===== config.mk =====
export PLATFORM = sky130hd
export DESIGN_NAME = baccarat_fsm
export DESIGN_NICKNAME = d
export VERILOG_FILES = /design/src/rtl/baccarat_pkg.sv /design/src/rtl/baccarat_banker_rule.sv /design/src/rtl/baccarat_fsm.sv
export SDC_FILE = /design/constraint.sdc
export NUM_CORES = 1
export LEC_CHECK = 0
export BUFFER_PORTS_ARGS = -buffer_cell sky130_fd_sc_hd__buf_2
export CORE_AREA = 3 3 40 42
export CTS_BUF_LIST = sky130_fd_sc_hd__clkbuf_2 sky130_fd_sc_hd__clkbuf_4 sky130_fd_sc_hd__clkbuf_8
export CTS_CLUSTER_DIAMETER = 200
export DETAILED_ROUTE_END_ITERATION = 10
export DIE_AREA = 0 0 43 45
export GPL_TIMING_DRIVEN = 0
export MAX_ROUTING_LAYER = met4
export PLACE_DENSITY = 0.67
export SKIP_LAST_GASP = 1
export SLEW_MARGIN = 20
export SYNTH_ARGS = -nofsm -noshare
export SYNTH_HDL_FRONTEND = slang
export SYNTH_SLANG_ARGS = --single-unit

===== constraint.sdc =====
create_clock -name slow_clock -period 1.92 [get_ports slow_clock]
set_input_delay 0.096 -clock slow_clock [delete_from_list [all_inputs] [get_ports slow_clock]]
set_output_delay 0.096 -clock slow_clock [all_outputs]
set_load 0.01 [all_outputs]

===== src/rtl/baccarat_pkg.sv =====
// Shared types and helpers for the baccarat engine.
// Rank constants are also used by the datapath 7-segment decoder.
package baccarat_pkg;

  typedef enum logic [3:0] {
    S_RST,
    S_P1,
    S_D1,
    S_P2,
    S_D2,
    S_CHK,
    S_P3,
    S_BNK,
    S_D3,
    S_DONE
  } bac_state_t;

  localparam logic [3:0] RANK_ACE   = 4'd1;
  localparam logic [3:0] RANK_TWO   = 4'd2;
  localparam logic [3:0] RANK_THREE = 4'd3;
  localparam logic [3:0] RANK_FOUR  = 4'd4;
  localparam logic [3:0] RANK_FIVE  = 4'd5;
  localparam logic [3:0] RANK_SIX   = 4'd6;
  localparam logic [3:0] RANK_SEVEN = 4'd7;
  localparam logic [3:0] RANK_EIGHT = 4'd8;
  localparam logic [3:0] RANK_NINE  = 4'd9;
  localparam logic [3:0] RANK_TEN   = 4'd10;
  localparam logic [3:0] RANK_JACK  = 4'd11;
  localparam logic [3:0] RANK_QUEEN = 4'd12;
  localparam logic [3:0] RANK_KING  = 4'd13;

  // Face cards, tens and illegal codes all count zero.
  function automatic logic [3:0] card_value(
    input logic [3:0] rank
  );
    return (rank <= RANK_NINE) ? rank : 4'd0;
  endfunction

  function automatic logic banker_draws(
    input logic [3:0] dscore,
    input logic [3:0] v
  );
    logic draw;
    case (dscore)
      4'd0, 4'd1, 4'd2: draw = 1'b1;
      4'd3: draw = (v != 4'd8);
      4'd4: draw = (v >= 4'd2) && (v <= 4'd7);
      4'd5: draw = (v >= 4'd4) && (v <= 4'd7);
      4'd6: draw = (v >= 4'd6) && (v <= 4'd7);
      default: draw = 1'b0;
    endcase
    return draw;
  endfunction

endpackage


===== src/rtl/baccarat_banker_rule.sv =====
// Combinational banker third-card rule.
// Takes the raw player third-card rank.
module baccarat_banker_rule
  import baccarat_pkg::*;
(
  input  logic [3:0] dscore_i,
  input  logic [3:0] pcard3_i,
  output logic       draw_o
);

  assign draw_o = banker_draws(dscore_i, card_value(pcard3_i));

endmodule


===== src/rtl/baccarat_fsm.sv =====
// Baccarat deal sequencer and third-card rule controller.
// Moore strobes; win lights follow the scores once settled.
module baccarat_fsm
  import baccarat_pkg::*;
(
  input  logic       slow_clock,
  input  logic       resetb,
  input  logic [3:0] pscore,
  input  logic [3:0] dscore,
  input  logic [3:0] pcard3,
  output logic       load_pcard1,
  output logic       load_pcard2,
  output logic       load_pcard3,
  output logic       load_dcard1,
  output logic       load_dcard2,
  output logic       load_dcard3,
  output logic       player_win_light,
  output logic       dealer_win_light,
  output logic       game_done
);

  bac_state_t state_q;
  bac_state_t state_d;
  logic       bank_draw;

  baccarat_banker_rule u_rule (
    .dscore_i (dscore),
    .pcard3_i (pcard3),
    .draw_o   (bank_draw)
  );

  // State register with synchronous active-high reset.
  always_ff @(posedge slow_clock) begin
    if (resetb) state_q <= S_RST;
    else        state_q <= state_d;
  end

  // Next-state selection and state-decoded outputs.
  always_comb begin
    state_d          = state_q;
    load_pcard1      = 1'b0;
    load_pcard2      = 1'b0;
    load_pcard3      = 1'b0;
    load_dcard1      = 1'b0;
    load_dcard2      = 1'b0;
    load_dcard3      = 1'b0;
    player_win_light = 1'b0;
    dealer_win_light = 1'b0;
    game_done        = 1'b0;
    unique case (state_q)
      S_RST: state_d = S_P1;
      S_P1: begin
        load_pcard1 = 1'b1;
        state_d     = S_D1;
      end
      S_D1: begin
        load_dcard1 = 1'b1;
        state_d     = S_P2;
      end
      S_P2: begin
        load_pcard2 = 1'b1;
        state_d     = S_D2;
      end
      S_D2: begin
        load_dcard2 = 1'b1;
        state_d     = S_CHK;
      end
      S_CHK: begin
        if (pscore >= 4'd8 || dscore >= 4'd8)
          state_d = S_DONE;
        else if (pscore <= 4'd5)
          state_d = S_P3;
        else if (dscore <= 4'd5)
          state_d = S_D3;
        else
          state_d = S_DONE;
      end
      S_P3: begin
        load_pcard3 = 1'b1;
        state_d     = S_BNK;
      end
      S_BNK: state_d = bank_draw ? S_D3 : S_DONE;
      S_D3: begin
        load_dcard3 = 1'b1;
        state_d     = S_DONE;
      end
      S_DONE: begin
        player_win_light = (pscore >= dscore);
        dealer_win_light = (dscore >= pscore);
        game_done        = 1'b1;
      end
      default: state_d = S_RST;
    endcase
  end

endmodule


==> results.ini, run 1 <==
[sta]
setup_tns_ps = 0
min_period_over_period_pct = 80.51
fmax_ghz = 0.6469
final-hold-violation-count = 0
setup_viol = 0
report.final.slew_viol_count = 0
fin_crit_ps = 1546
holdWs_ps = 76.73
fin_worst_skew_ps = 3.320
slew_headroom_pct = 74.73
tightest_slew_ps = 373.9
rsz0062_at_grt = false

[floorplan]
rows = 13
core_um2 = 1285
start_util_pct = 35.54
die_area_um2 = 1935
ios = 23
dieHeight_um = 45
die_w_um = 43

[placed_design]
io_buffers = 22
place_area_um2 = 585.6
dp_hpwl_um = 884.6
gp_congestion = 0.6991

[global_routing]
grt_start_max_net_pins = 11
antenna_found_initial = 0
grt_pass1_wl_um = 1849
first_global_vias = 445
grt_overflow = 0
grtUsageTotal_pct = 13.02

[critical_path]
required_ps = 1820
crit_top_cell = buf_2
crit_path_max_fanout = 10
start_kind = flip-flop
slowest_stage = dfxtp_1
worstSetupPathType = flip-flop to output port
crit_arrival_ps = 1450
crit_chain = buf_2, nor2_1, nand2_1, o41ai_1, buf_2
worstSetupEndpointType = output port
crit_buf_inv = 2
max_stage_delay_ps = 310
cp_top_family = buffers and inverters

[cells_and_area]
drive_above_1_share_pct = 37.35
n_antenna_cell = 0
largest_reg_flops = 4
areaGrowthSynthToFinish_pct = 33.15
nets = 103
finish.instance_area_um2 = 608.1
area.sequential_um2 = 80.08
multi_input_area_um2 = 326.6
top_register = state_q
top_regs = state_q: 4 flops
nFillCells = 150

[worst_hold_path]
min_path_type = primary input to flip-flop

[synth]
ys_seq_area_share_pct = 17.53
synth_cells = 58
synth_cell_types = 29
synth-seq-cells = 4
syn-num-nets = 76
yosysWarnings = 0
synth_area_um2 = 456.7
postSynthAreaPerCell_um2 = 7.874

[route]
dr.pass1.iters = 2
met1Wirelength_um = 494
vias = 507
drc = 0
drtAntennaViolNets = 0
wl_met2_um = 518
routed_via_density = 5.173
dr_wl_met3_um = 71
drt-initial-drc-count = 5
detail_route.wl_per_cell_um = 11.07
routed_wl_um = 1085
routed.top_layer = met3

[outcome]
outcome = finished, final reports clean

[cts]
cts_max_level = 1
clock-sinks = 4
cts_buffers = 3
tritoncts = yes
ctsResizeCount = 0
cts_max_path_buffers = 2
postCtsSetupBuffers = 0
ctsHoldBuffers = 0
path_clk_slew_ps = 40
root_buffer = clkbuf_4
clk-insertion-delay-late_ps = 230

[power]
power.density_nw_per_um2 = 506.4
total_leakage_power_nw = 0.3101
ir_drop_uv = 390.7

[job]
max_cap_violations = 0

power breakdown:
part	internal [mW]	leakage [nW]	switching [mW]
clock network	0.0698	0.0138	0.0332
registers	0.0902	0.0328	0.00723
logic	0.0513	0.264	0.0562
total	0.211	0.310	0.0966
cells in the final DEF, fill, tap and decap left out, drive strengths merged, types with 2 or more instances in the layout:
cell type,count
nand2,2
nor4b,2
inv,6
buf,25
a211oi,2
o21a,3
ha,4
nand2b,3
a21oi,3
o21ai,4
clkbuf,3
dfxtp,4
nor3,5
nor2,4
cells by family after synthesis:
group / after synthesis / share of synthesized area, %
AND/OR/NAND/NOR: 22 / 29.87
AO/OA/AOI/OAI: 19 / 30.68
buffers and inverters: 9 / 10.96
adder cells (fa/ha/maj): 4 / 10.96
flip-flops: 4 / 17.53
final timing paths:
kind / startpoint / end / slack [ps] / cells past startpoint
worst min-delay path: resetb / state_q[3]$_SDFFE_PP0N_ / 80 / 2
worst min register to register: state_q[3]$_SDFFE_PP0N_ / state_q[2]$_SDFFE_PP0N_ / 540 / 2
worst max-delay path: state_q[1]$_SDFFE_PP0N_ / player_win_light / 370 / 5
worst max register to register: state_q[1]$_SDFFE_PP0N_ / state_q[0]$_SDFFE_PP0N_ / 720 / 4
layer usage:
layer	vias to the layer above	track usage, %
li1	267	-
met2	14	18.26
met1	226	16.83
met4	0	3.614
met5	-	-
met3	0	5.976
per-stage QoR:
stage	setup WS (ps)	instances	util (%)	power, mW
2_1_floorplan	543.6	58	-	0.1673
3_3_place_gp	445.2	95	45.57	0.2049
3_5_place_dp	447.8	95	45.57	0.2065
4_1_cts	371.5	98	47.32	0.3132
5_1_grt	243.2	98	47.32	0.3391
6_report	374.2	98	47.32	0.3079
synth_stat cells:
cell / count / area share [%]
inv_1: 6 / 4.9
nor3_1: 5 / 5.5
dfxtp_1: 4 / 18
ha_1: 4 / 11
nor2_1: 4 / 3.3
a21oi_1: 3 / 3.3
nand2b_1: 3 / 4.1
o21a_1: 3 / 4.9
a211oi_1: 2 / 3.3
buf_6: 2 / 4.9
nand2_1: 2 / 1.6
nor4b_1: 2 / 3.8
o21ai_1: 2 / 2.2
a211o_1: 1 / 1.9
a21o_1: 1 / 1.6
a2bb2o_2: 1 / 2.5
a2bb2oi_1: 1 / 1.9
and3_1: 1 / 1.4
and4_1: 1 / 1.9
and4bb_2: 1 / 2.7
buf_2: 1 / 1.1
nor2b_1: 1 / 1.4
nor4bb_1: 1 / 2.2
o21ai_0: 1 / 1.1
o21ai_2: 1 / 1.9
o311a_1: 1 / 2.2
o31a_1: 1 / 1.9
o41ai_1: 1 / 1.9
or3b_1: 1 / 1.9
area by class of cell:
| type | count | area share [%] |
|---|---|---|
| flip-flops and latches | 4 | 13.17 |
| multi-input cells | 45 | 53.70 |
| repair buffers | 22 | 18.11 |
| plain buffers | 3 | 4.527 |
| inverters | 6 | 3.704 |
| well taps | 15 | 3.086 |
| clock buffers | 3 | 3.704 |
Power figures use the tool's default switching activity.
==> inputs of run 2 (changes only) <==
ABC_AREA = 1   (was default)
PLACE_DENSITY = 0.68   (was 0.67)
clock period = 1.58 ns   (was 1.92 ns; I/O delays follow)
==> results.ini, run 2 <==
[outcome]
outcome = finished, final reports clean

[route]
drtAntennaViolNets = 0
drc = 0
drt-initial-drc-count = 7
vias = 560
dr.pass1.iters = 2
detail_route.wl_per_cell_um = 8.726
routed_wl_um = 1082
routed_via_density = 4.516

[cells_and_area]
largest_reg_flops = 4
drive_above_1_share_pct = 26.61
nets = 129
areaGrowthSynthToFinish_pct = 32.10
finish.instance_area_um2 = 623.1
top_register = state_q
top_regs = state_q: 4 flops
n_antenna_cell = 0
layout_common_cells = 22 x nand2_1, 22 x buf_2, 20 x inv_1, 9 x nor2_1, 7 x nor3_1
post-route-util_pct = 48.49

[synth]
async_reset_ff_share_pct = 0
yosysWarnings = 0
synth_cells = 84
ys_seq_area_share_pct = 16.98
synth_cell_types = 17
synth_area_leader_cell = nand2_1
synth_edf_count = 0
synth_area_um2 = 471.7
yosysMostFrequentCell = nand2_1
synth_area_leaders = nand2_1 18%, dfxtp_1 17%, inv_1 16%
synth-seq-cells = 4
postSynthAreaPerCell_um2 = 5.616
syn-num-nets = 102
synth-main-ff-cell = dfxtp_1
ys_top_cells_by_count = 22 x nand2_1, 20 x inv_1, 9 x nor2_1, 7 x nor3_1
synth_top_area_share_pct = 17.51

[floorplan]
rows = 13
die_w_um = 43
core_um2 = 1285
dieHeight_um = 45
ios = 23
die_area_um2 = 1935
start_util_pct = 36.71

[placed_design]
gp_congestion = 0.7487
place_area_um2 = 600.6
io_buffers = 22
place_ws_ps = 384.3
dp_hpwl_um = 951.3

[global_routing]
grt_start_max_net_pins = 8
first_global_vias = 474
antenna_found_initial = 0
grt_overflow = 0
grtUsageTotal_pct = 12.18
grt_pass1_wl_um = 1766

[sta]
rsz0062_at_grt = false
setup_tns_ps = 0
final-hold-violation-count = 0
tightest_slew_ps = 263.0
slew_headroom_pct = 82.28
setup_viol = 0
setup_slack_ps = 223.1
fin_worst_skew_ps = 0.5444
report.final.slew_viol_count = 0
holdWs_ps = 69.42
fin_crit_ps = 1357
min_period_over_period_pct = 85.88
fmax_ghz = 0.7370

[cts]
cts_buffers = 3
cts_max_path_buffers = 2
clock-sinks = 4
ctsHoldBuffers = 0
clk-insertion-delay-late_ps = 230
path_clk_slew_ps = 40
tritoncts = yes
root_buffer = clkbuf_4
cts_max_level = 1
ctsResizeCount = 0
postCtsSetupBuffers = 0

[critical_path]
crit_arrival_ps = 1280
start_kind = flip-flop
worstSetupEndpointType = output port
crit_path_max_fanout = 6
required_ps = 1500
reg2reg_slack_ps = 370
slowest_stage = dfxtp_1
worstSetupPathType = flip-flop to output port
crit_chain = inv_1, nand2_2, nor3_4, inv_2, a21oi_1, buf_2
max_stage_delay_ps = 310

[power]
ir_drop_uv = 456.8
power.density_nw_per_um2 = 597.1
total_leakage_power_nw = 0.3900

[worst_hold_path]
min_path_type = primary input to flip-flop

[job]
max_cap_violations = 0

## run 2: changes by cell type after synthesis, sizes merged, moves of 3 or more
cell | previous run | this run
nand2 | 2 | 23
inv | 6 | 21
nor2 | 4 | 9
nand3 | 0 | 4
nor3 | 5 | 9
buf | 3 | 0
nand2b | 3 | 0
o21a | 3 | 0
o21ai | 4 | 1
## run 2: worst paths after layout
path,from,endpoint,depth (start not counted)
max,state_q[1]$_SDFFE_PP0N_,player_win_light,6
min,resetb,state_q[3]$_SDFFE_PP0N_,2
max reg2reg,state_q[3]$_SDFFE_PP0N_,state_q[2]$_SDFFE_PP0N_,6
min reg2reg,state_q[3]$_SDFFE_PP0N_,state_q[0]$_SDFFE_PP0N_,3
## run 2: metrics by stage
| stage | total power, mW | instances |
|---|---|---|
| 2_1_floorplan | 0.2048 | 84 |
| 3_3_place_gp | 0.2480 | 121 |
| 3_5_place_dp | 0.2503 | 121 |
| 4_1_cts | 0.3780 | 124 |
| 5_1_grt | 0.4023 | 124 |
| 6_report | 0.3720 | 124 |
## run 2: kinds of logic (layout without fill, tap and decap cells)
kind of cell	count (synthesis)	count (layout)	share of synthesized area [%]
flip-flops	4	4	16.98
buffers and inverters	21	46	16.71
AO/OA/AOI/OAI	7	7	8.488
AND/OR/NAND/NOR	48	48	47.22
adder cells (fa/ha/maj)	4	4	10.61
## run 2: final cells by class
class	count	area, µm²
repair buffers	22	110.1
fillers	143	661.9
flip-flops and latches	4	80.08
well taps	15	18.77
inverters	21	78.83
multi-input cells	59	312.8
clock buffers	3	22.52
## run 2: worst max-delay path, delay by kind of cell (launching register included)
family,cells,cell delay [ps]
buffers and inverters,3,370
DFF,1,310
and+or+nand+nor,2,260
AOI/OAI and AO/OA,1,100
## run 2: power breakdown
part	total (mW)	switching [mW]	internal [mW]
sequential	0.120	0.0107	0.110
clock	0.124	0.0392	0.0848
combinational	0.128	0.0754	0.0522
## run 2: metal layers
layer	vias up	global-route usage (%)	share of wire [%]
met5	-	-	0
met4	0	5.422	1.2
met3	2	2.390	4.1
met2	9	17.96	46
met1	236	16.14	49
li1	313	-	-
==> inputs of run 3 (changes only) <==
PLACE_DENSITY = default   (was 0.68)
==> results.ini, run 3 (synthesis gave the netlist of run 2 again) <==
[critical_path]
worstSetupPathType = flip-flop to output port
crit_path_end = player_win_light
crit_start = state_q[1]$_SDFFE_PP0N_
r2r-end = state_q[3]$_SDFFE_PP0N_
required_ps = 1500
regToRegStartpoint = state_q[0]$_SDFFE_PP0N_
ff2ff_path_depth = 5
crit_path_max_fanout = 6
worstSetupEndpointType = output port
start_kind = flip-flop
reg2reg_slack_ps = 400
crit_chain = inv_1, nand2_2, nor3_4, inv_2, a21oi_1, buf_2
crit_arrival_ps = 1310
slowest_stage = dfxtp_1
max_stage_delay_ps = 320

[cells_and_area]
drive_above_1_share_pct = 26.61
layout_common_cells = 22 x nand2_1, 22 x buf_2, 20 x inv_1, 9 x nor2_1, 7 x nor3_1
n_antenna_cell = 0
top_register = state_q
finish.instance_area_um2 = 623.1
nets = 129
top_regs = state_q: 4 flops
areaGrowthSynthToFinish_pct = 32.10
largest_reg_flops = 4

[global_routing]
grt_pass1_wl_um = 1766
first_global_vias = 460
grt_overflow = 0
grtUsageTotal_pct = 12.43
grt_start_max_net_pins = 8
antenna_found_initial = 0

[floorplan]
start_util_pct = 36.71
dieHeight_um = 45
die_area_um2 = 1935
core_um2 = 1285
rows = 13
die_w_um = 43
ios = 23

[cts]
tritoncts = yes
postCtsSetupBuffers = 0
ctsResizeCount = 0
path_clk_slew_ps = 40
cts_buffers = 3
cts_max_level = 1
cts_max_path_buffers = 2
clk-insertion-delay-late_ps = 230
root_buffer = clkbuf_4
ctsHoldBuffers = 0
clock-sinks = 4

[sta]
setup_tns_ps = 0
slew_headroom_pct = 82.67
final-hold-violation-count = 0
setup_viol = 0
rsz0062_at_grt = false
fin_worst_skew_ps = 0.4339
fmax_ghz = 0.7224
min_period_over_period_pct = 87.61
tightest_slew_ps = 257.2
holdWs_ps = 56.16
report.final.slew_viol_count = 0
fin_crit_ps = 1384

[placed_design]
dp_hpwl_um = 934.9
place_area_um2 = 600.6
io_buffers = 22
gp_congestion = 0.7787

[route]
drt-initial-drc-count = 3
detail_route.wl_per_cell_um = 8.476
routed_via_density = 4.435
vias = 550
dr.pass1.iters = 3
drc = 0
routed_wl_um = 1051
drtAntennaViolNets = 0

[job]
max_cap_violations = 0

[power]
power.density_nw_per_um2 = 594.9
total_leakage_power_nw = 0.3900
ir_drop_uv = 386.4

[worst_hold_path]
min_path_type = primary input to flip-flop

[outcome]
outcome = finished, final reports clean

-- run 3: cell counts in the layout (fill, tap and decap cells not counted) --
Identical to the previous run, type by type.
-- run 3: final cells by class --
| class | instances | area, µm² |
|---|---|---|
| Fill cell | 150 | 661.9 |
| Multi-Input combinational cell | 59 | 312.8 |
| Timing Repair Buffer | 22 | 110.1 |
| Sequential cell | 4 | 80.08 |
| Inverter | 21 | 78.83 |
| Clock buffer | 3 | 22.52 |
| Tap cell | 15 | 18.77 |
-- run 3: critical path, delay by kind of cell (launching register included) --
family / cells / cell delay, ps
buffers and inverters: 3 / 370
DFF: 1 / 320
and+or+nand+nor: 2 / 270
AOI/OAI and AO/OA: 1 / 110
-- run 3: metal layers --
layer | share of wire (%) | routed length [µm] | track usage, % | vias up
li1 | - | - | - | 316
met4 | 1.9 | 20 | 5.422 | 0
met3 | 4.8 | 50 | 3.187 | 2
met5 | 0 | 0 | - | -
met1 | 51 | 533 | 17.07 | 222
met2 | 43 | 447 | 17.07 | 10
-- run 3: how the worst min path moves through the flow --
stage / depth (start not counted) / to / slack, ps / from
CTS: 2 / state_q[3]$_SDFFE_PP0N_ / 60 / resetb
global route: 2 / state_q[3]$_SDFFE_PP0N_ / 70 / resetb
finish: 2 / state_q[3]$_SDFFE_PP0N_ / 60 / resetb
global placement: 2 / state_q[3]$_SDFFE_PP0N_ / 300 / resetb
floorplan: 1 / state_q[3]$_SDFFE_PP0N_ / 150 / resetb
detailed placement: 2 / state_q[3]$_SDFFE_PP0N_ / 300 / resetb
-- run 3: report_power, final --
part	internal, mW	switching [mW]
logic	0.0521	0.0742
registers	0.110	0.0115
clock network	0.0847	0.0385
-- run 3: through the flow --
stage	utilization (%)	cells	total power, mW	setup WS, ps
final	48.49	124	0.3707	195.7
after global routing	48.49	124	0.4101	91.51
after global placement	46.74	121	0.2496	380.5
after detailed placement	46.74	121	0.2499	395.9
after floorplan	-	84	0.2048	460.2
after CTS	48.49	124	0.3787	189.0
